**config.mk**
```make
export PLATFORM = sky130hd
export DESIGN_NAME = keypad_emulator
export DESIGN_NICKNAME = d
export VERILOG_FILES = /design/src/rtl/keypad_emulator.sv
export SDC_FILE = /design/constraint.sdc
export NUM_CORES = 1
export LEC_CHECK = 0
export BUFFER_PORTS_ARGS = -buffer_cell sky130_fd_sc_hd__buf_2
export CORE_UTILIZATION = 55
export CTS_CLUSTER_DIAMETER = 60
export CTS_CLUSTER_SIZE = 28
export DETAILED_ROUTE_END_ITERATION = 8
export PLACE_DENSITY = 0.83
export SYNTH_ARGS = -nofsm -noshare
export SYNTH_HDL_FRONTEND = slang
export SYNTH_SLANG_ARGS = --single-unit
```
**constraint.sdc**
```tcl
create_clock -name clk -period 2.85 [get_ports clk]
set_input_delay 0.1425 -clock clk [delete_from_list [all_inputs] [get_ports clk]]
set_output_delay 0.1425 -clock clk [all_outputs]
set_load 0.01 [all_outputs]
```
**src/rtl/keypad_emulator.sv**
```systemverilog
// rtl/keypad_emulator.sv - 4x4 matrix keypad responder: holds a commanded key closed and answers row drive with column sense.
// Optional contact bounce at press/release edges is built when KEYPAD_BOUNCE_EN is defined.
module keypad_emulator #(
    parameter int HOLD_W        = 24,
    parameter int GAP_CYCLES    = 16,
    parameter int BOUNCE_CYCLES = 8
) (
    input  logic              clk,
    input  logic              rst,
    input  logic [3:0]        drive_in,
    output logic [3:0]        sense_out,
    input  logic              cmd_valid,
    output logic              cmd_ready,
    input  logic [3:0]        cmd_key,
    input  logic [HOLD_W-1:0] cmd_hold,
    input  logic              cmd_abort,
    output logic              key_active,
    output logic              busy,
    output logic              done
);

    typedef enum logic [1:0] {
        IDLE  = 2'd0,
        PRESS = 2'd1,
        GAP   = 2'd2
    } state_t;

    localparam logic [HOLD_W-1:0] ONE      = HOLD_W'(1);
    localparam logic [HOLD_W-1:0] GAP_LOAD = HOLD_W'(GAP_CYCLES);

    if (GAP_CYCLES < 1 || BOUNCE_CYCLES < 1) begin : g_bad_param
        $error("keypad_emulator: GAP_CYCLES and BOUNCE_CYCLES must be >= 1");
    end

    state_t            state_q, state_d;
    logic [HOLD_W-1:0] cnt_q, cnt_d;
    logic [3:0]        key_q, key_d;
    logic              active_q, active_d;
    logic              done_q, done_d;

`ifdef KEYPAD_BOUNCE_EN
    logic [7:0]  lfsr_q, lfsr_d;
    logic [15:0] bcnt_q, bcnt_d;
`endif

    always_ff @(posedge clk) begin
        if (rst) begin
            state_q  <= IDLE;
            cnt_q    <= '0;
            key_q    <= '0;
            active_q <= 1'b0;
            done_q   <= 1'b0;
`ifdef KEYPAD_BOUNCE_EN
            lfsr_q   <= 8'hA5;
            bcnt_q   <= '0;
`endif
        end else begin
            state_q  <= state_d;
            cnt_q    <= cnt_d;
            key_q    <= key_d;
            active_q <= active_d;
            done_q   <= done_d;
`ifdef KEYPAD_BOUNCE_EN
            lfsr_q   <= lfsr_d;
            bcnt_q   <= bcnt_d;
`endif
        end
    end

    // Exit tests use <= 1 so the counter can never wrap below zero.
    always_comb begin
        state_d = state_q;
        cnt_d   = cnt_q;
        key_d   = key_q;
        unique case (state_q)
            IDLE: begin
                if (cmd_valid) begin
                    state_d = PRESS;
                    key_d   = cmd_key;
                    cnt_d   = (cmd_hold == '0) ? ONE : cmd_hold;
                end
            end
            PRESS: begin
                if (cnt_q <= ONE || cmd_abort) begin
                    state_d = GAP;
                    cnt_d   = GAP_LOAD;
                end else begin
                    cnt_d = cnt_q - ONE;
                end
            end
            GAP: begin
                if (cnt_q <= ONE) begin
                    state_d = IDLE;
                    cnt_d   = '0;
                end else begin
                    cnt_d = cnt_q - ONE;
                end
            end
            default: begin
                state_d = IDLE;
                cnt_d   = '0;
            end
        endcase
    end

    always_comb begin
        done_d    = (state_q == GAP) && (state_d == IDLE);
        cmd_ready = (state_q == IDLE) && !rst;
        busy      = (state_q != IDLE);
`ifdef KEYPAD_BOUNCE_EN
        lfsr_d = {lfsr_q[6:0], lfsr_q[7] ^ lfsr_q[5] ^ lfsr_q[4] ^ lfsr_q[3]};
        // bcnt counts clocks already spent in the current state, saturating past the window.
        if (state_d != state_q)
            bcnt_d = '0;
        else if (bcnt_q < 16'(BOUNCE_CYCLES))
            bcnt_d = bcnt_q + 16'd1;
        else
            bcnt_d = bcnt_q;
        unique case (state_d)
            PRESS:   active_d = (bcnt_d < 16'(BOUNCE_CYCLES)) ? lfsr_d[0] : 1'b1;
            GAP:     active_d = (bcnt_d < 16'(BOUNCE_CYCLES)) ? ~lfsr_d[0] : 1'b0;
            default: active_d = 1'b0;
        endcase
`else
        active_d = (state_d == PRESS);
`endif
    end

    // Zero-latency sense so a scanner sees drive and sense as a consistent pair.
    always_comb begin
        sense_out = '0;
        for (int c = 0; c < 4; c++) begin
            sense_out[c] = active_q && !rst && drive_in[key_q[3:2]] && (key_q[1:0] == 2'(c));
        end
    end

    assign key_active = active_q;
    assign done       = done_q;

endmodule
```
==> flow_summary.ini, run 1 <==
[status]
outcome = finished, final reports clean

[logic_synthesis]
async_flop_share_pct = 0
avgSynthCellArea_um2 = 8.12
ys_seq_elements = 32
synth_fp_nets = 295
synthTopCellsByArea = dfxtp_1 31%, nand2_1 6.7%, xnor2_1 5.9%, a22oi_1 4.0%, a221oi_1 3.4%
ys_seq_area_share_pct = 30.7
ys_types = 53
yosys.area.top_type = dfxtp_1
yosysWarnings = 0
yosysMostFrequentCell = nand2_1
yosysTopAreaCellShare_pct = 30.7
ys.flop_type = dfxtp_1
synth_area_mm2 = 0.00209
synthTopCellsByCount = 37 x nand2_1, 32 x dfxtp_1, 15 x nor2_1, 14 x xnor2_1, 13 x a21oi_1
synth_cells = 257
synth_edf_count = 0

[route]
drtIter0Drc = 162
vias = 2166
drc_errors = 0
wl_per_cell_um = 16.0
ant_nets = 0
vias_per_cell = 6.26
drt_pass1_iterations = 5
drt_wl_total_mm = 5.55

[place]
gp_congestion = 0.858
dp_worst_setup_slack_ps = 402
dp_hpwl_mm = 3.86
io_buffers = 43

[timing]
finalHoldViolCount = 0
max_freq_mhz = 397
tightest_slew_ps = 1130
post-route-min-period_ps = 2520
grt_setup_unrepaired = false
tns_ps = 0
report.final.slew_viol_count = 0
hold-worst-slack_ps = 96.1
fin_crit_sh_pct = 88.4
finalSetupViolCount = 0
relSlewSlack_pct = 24.5
skew_ps = 8.60
postLayoutSetupSlackWorst_ps = 331

[worst_hold_path]
holdCritStartpoint = cmd_hold[19]
min_to = cnt_q[19]
hold_depth = 3
holdCritPathClass = input port to flop

[cts]
cts_resized = 0
clockBufferDepth = 2
cts_tree = done
h-tree-depth = 2
insertion_delay_ps = 290
cts_sinks = 32
cts_setup_buffers = 0
postCtsHoldBufs = 0
cts_buffers = 5
cts.reportedPaths.clkPinSlew_ps = 70
root_buffer = clkbuf_8

[setup_path]
slowest_delay_ps = 830
crit_chain = inv_1 -> ha_1 -> o2111a_1 -> a21oi_1 -> a21boi_0 -> a221oi_1
r2r-start = cnt_q[0]
crit_type = flop to flop
slowest_stage = a21oi_1
critPathTopFamily = compound AO/OA/AOI/OAI gates
cp.arrival_ps = 2720
required_ps = 3050
worstReg2RegEnd = cnt_q[9]
worstSetupStartpointType = flop
worstRegToRegCells = 6
end_kind = flop
rrSetupSlack_ps = 330
path_buf_inv = 1
path_max_fanout = 13

[pwr]
p_clk_share_pct = 25.8
p_leak_uw = 0.000924
p_seq_share_pct = 40.7
p_sw_uw = 506
p_int_uw = 897
switching_share_pct = 36.1
combPwrFrac_pct = 33.4
ir_drop_uv = 345
power.density_mw_per_mm2 = 581

[die]
die_h_um = 63.6
dieArea_mm2 = 0.00404
io_pins = 44
die_x_um = 63.6
initial_utilization_pct = 57.0
rows = 22
core_mm2 = 0.00366

[grt]
grt_pass1_wl_mm = 9.35
grt_pass1_vias = 1998
grt_usage_pct = 29.5
grt_max_degree = 26
antenna_found_initial = 0
grt_overflow_total = 0

[flow_run]
max_cap_violations = 0

[cells_and_area]
num-nets-final = 335
diodes = 0
drive_above_1_share_pct = 21.5
area_delta_synth_final_pct = 15.7
layer usage:
layer	wire [um]	track usage, %	vias to the layer above	part of all wire [%]
li1	-	-	1047	-
met1	2430	38.5	1015	44
met2	2600	46.8	90	47
met3	389	5.25	14	7.0
met4	129	13.4	0	2.3
met5	0	0	-	0
cell families (layout without fill, tap and decap cells):
kind of cell             count (synthesis)  after routing  share of synthesized area, %
AO/OA/AOI/OAI                           71             71                          24.3
XOR/XNOR                                16             16                          6.72
adder cells (fa/ha/maj)                  2              2                          1.20
buffers and inverters                   20             61                          4.32
flip-flops                              32             32                          30.7
multiplexers                             4              4                          1.92
AND/OR/NAND/NOR                        112            112                          30.8
power by group through the flow:
stage | registers (uW) | logic (uW) | clock network [uW]
after floorplan | 549 | 364 | 0
after global placement | 576 | 451 | 0
after detailed placement | 578 | 458 | 0
after CTS | 569 | 464 | 363
after global routing | 581 | 513 | 384
final | 571 | 469 | 363
worst max-delay path by stage:
stage	from	to	slack (ps)	cells after the start
5_1_grt	cnt_q[0]	cnt_q[9]	60	6
6_report	cnt_q[0]	cnt_q[9]	330	6
3_5_place_dp	cnt_q[0]	cnt_q[9]	400	6
2_1_floorplan	cnt_q[0]	cnt_q[22]	920	7
3_3_place_gp	cnt_q[0]	cnt_q[9]	440	6
4_1_cts	cnt_q[0]	cnt_q[9]	360	6
worst min-delay path: cells and delay by family:
kind | cells | cell delay, ps
compound gates | 2 | 110
buf+inv | 1 | 90
cell type report:
type,instances,area [um^2]
fillers,305,1250
repair buffers,47,245
inverters,6,22.5
multi-input cells,205,1360
flip-flops and latches,32,641
well taps,48,60.1
clock buffers,8,90.1
metrics by stage:
| step | std cells | total power (uW) | area [um^2] | util [%] |
|---|---|---|---|---|
| 2_1_floorplan | 257 | 913 | 2090 | - |
| 3_3_place_gp | 338 | 1030 | 2320 | 63.5 |
| 3_5_place_dp | 338 | 1040 | 2320 | 63.5 |
| 4_1_cts | 346 | 1400 | 2410 | 65.9 |
| 5_1_grt | 346 | 1480 | 2410 | 65.9 |
| 6_report | 346 | 1400 | 2410 | 65.9 |
state kept, by name (all words and copies together), names as in the netlist:
register / count
state_q: 2
cnt_q: 24
key_active: 1
done: 1
key_q: 4
layout by cell type (no fill, tap or decap), drive strengths merged, types with 8 or more instances in the layout:
cell type,instances
nand3,8
dfxtp,32
clkbuf,8
o21ai,11
nor3,8
a21oi,13
nor2,15
xnor2,14
a22oi,11
nand2,37
nor4,13
buf,47
a221oi,8
No activity file was read; power rests on OpenSTA's default activity.
==> run 2, diff against run 1 <==
==> constraint.sdc (replaced) <==
create_clock -name clk -period 2.85 [get_ports clk]
set_input_delay 0.285 -clock clk [delete_from_list [all_inputs] [get_ports clk]]
set_output_delay 0.285 -clock clk [all_outputs]
set_load 0.01 [all_outputs]
==> run 2 against run 1 <==
  * Worst setup slack got worse by 9.9 ps
  * Wire length fell by 3.4%
  * Final cell count did not move
  * Cell area fell by 0.21%
  * Sequential share of layout area rose by 0.055 points
  * Via count fell by 2.1%
  * Critical endpoint is now cnt_q[5]
  * Highest routed layer unchanged
==> flow_summary.ini, run 2 (synthesis results as in run 1) <==
[timing]
tightest_slew_ps = 1040
post-route-min-period_ps = 2530
max_freq_mhz = 395
finalHoldViolCount = 0
skew_ps = 4.06
tns_ps = 0
grt_setup_unrepaired = false
report.final.slew_viol_count = 0
relSlewSlack_pct = 30.5
fin_crit_sh_pct = 88.7
finalSetupViolCount = 0

[setup_path]
worstRegToRegCells = 6
required_ps = 3030
critPathTopFamily = compound AO/OA/AOI/OAI gates
crit_chain = inv_1 -> ha_1 -> o2111a_1 -> a21oi_1 -> a222oi_1 -> a211oi_1
worstSetupStartpointType = flop
setup.worst_path.start = cnt_q[0]
path_max_fanout = 13
crit_type = flop to flop
r2r-start = cnt_q[0]
worst-path-stages = 6
cp.arrival_ps = 2710
worstReg2RegEnd = cnt_q[5]
endpoint = cnt_q[5]
path_buf_inv = 1
rrSetupSlack_ps = 320
slowest_stage = a21oi_1
end_kind = flop
slowest_delay_ps = 800

[place]
gp_congestion = 0.855
dp_hpwl_mm = 3.96
place_inst = 339
io_buffers = 43

[pwr]
p_leak_uw = 0.000924
ir_drop_uv = 321
power.density_mw_per_mm2 = 568

[cells_and_area]
num-nets-final = 336
largest_reg_flops = 24
regMostFlops = cnt_q
diodes = 0
multi_input_area_mm2 = 0.00136
layout_commonest_cell = buf_2
area_delta_synth_final_pct = 15.5
final_cell_mix = 43 x buf_2, 37 x nand2_1, 32 x dfxtp_1
largestRegisters = cnt_q (24), key_q (4), state_q (2)
num-fill-cells = 330
drive_above_1_share_pct = 21.8
regArea_um2 = 641
fin_cells = 346

[cts]
clockBufferDepth = 2
postCtsHoldBufs = 0
cts_setup_buffers = 0
cts_sinks = 32
insertion_delay_ps = 280
cts.reportedPaths.clkPinSlew_ps = 60
cts_resized = 0
cts_buffers = 5
h-tree-depth = 2
root_buffer = clkbuf_8
cts_tree = done

[route]
vias = 2120
wl_per_cell_um = 15.5
drt_wl_total_mm = 5.36
drc_errors = 0
drt_pass1_iterations = 4
ant_nets = 0
vias_per_cell = 6.13
drtIter0Drc = 149

[grt]
antenna_found_initial = 0
grt_overflow_total = 0
grt_max_degree = 26
grt_usage_pct = 29.2
grt_pass1_wl_mm = 9.34
grt_pass1_vias = 2059

[flow_run]
max_cap_violations = 0

[die]
initial_utilization_pct = 57.0
core_mm2 = 0.00366
io_pins = 44
die_h_um = 63.6
die_x_um = 63.6
dieArea_mm2 = 0.00404
rows = 22

[worst_hold_path]
holdCritPathClass = input port to flop
hold_depth = 3

[status]
outcome = finished, final reports clean
-- run 2: cell count changes in the layout (fill, tap and decap cells not counted), sizes merged --
| cell | change |
|---|---|
| buf | +1 |
| clkbuf | -2 |
| clkinv | +1 |
-- run 2: where the power goes --
| part | switching [uW] | total, uW | internal, uW |
|---|---|---|---|
| sequential | 77.9 | 572 | 494 |
| clock | 162 | 328 | 166 |
| combinational | 261 | 469 | 208 |
-- run 2: how the worst min path moves through the flow --
stage	startpoint	end	slack [ps]
floorplan	cmd_hold[16]	cnt_q[16]	410
global placement	key_q[3]	key_q[3]	470
detailed placement	key_q[3]	key_q[3]	480
CTS	cmd_hold[19]	cnt_q[19]	240
global route	cmd_hold[19]	cnt_q[19]	230
finish	cmd_hold[19]	cnt_q[19]	240
-- run 2: cell type report --
cell class	count	area share [%]
inverter	6	0.935
sequential	32	26.6
timing repair buffer	48	10.5
multi-input combinational	205	56.3
tap	48	2.49
clock buffer	6	3.01
clock inverter	1	0.208
-- run 2: tightest hold or removal path, delay by kind of cell --
family	cells	cell delay, ps
buffers and inverters	1	90
AOI/OAI and AO/OA	2	110
-- run 2: per-stage QoR --
| step | hold WS [ps] | setup WS (ps) | instance area [um^2] | power (uW) | util [%] |
|---|---|---|---|---|---|
| floorplan | 414 | 924 | 2090 | 913 | - |
| global placement | 469 | 463 | 2330 | 1030 | 63.7 |
| detailed placement | 482 | 361 | 2330 | 1040 | 63.7 |
| CTS | 236 | 340 | 2410 | 1370 | 65.8 |
| global route | 231 | 102 | 2410 | 1460 | 65.8 |
| finish | 237 | 321 | 2410 | 1370 | 65.8 |
-- run 2: routing by layer --
layer / part of all wire [%] / track usage [%] / vias to the layer above
li1: - / - / 1051
met1: 45 / 37.9 / 982
met2: 48 / 49.5 / 81
met5: 0 / 0 / -
met3: 6.7 / 4.17 / 6
met4: 0.82 / 9.09 / 0
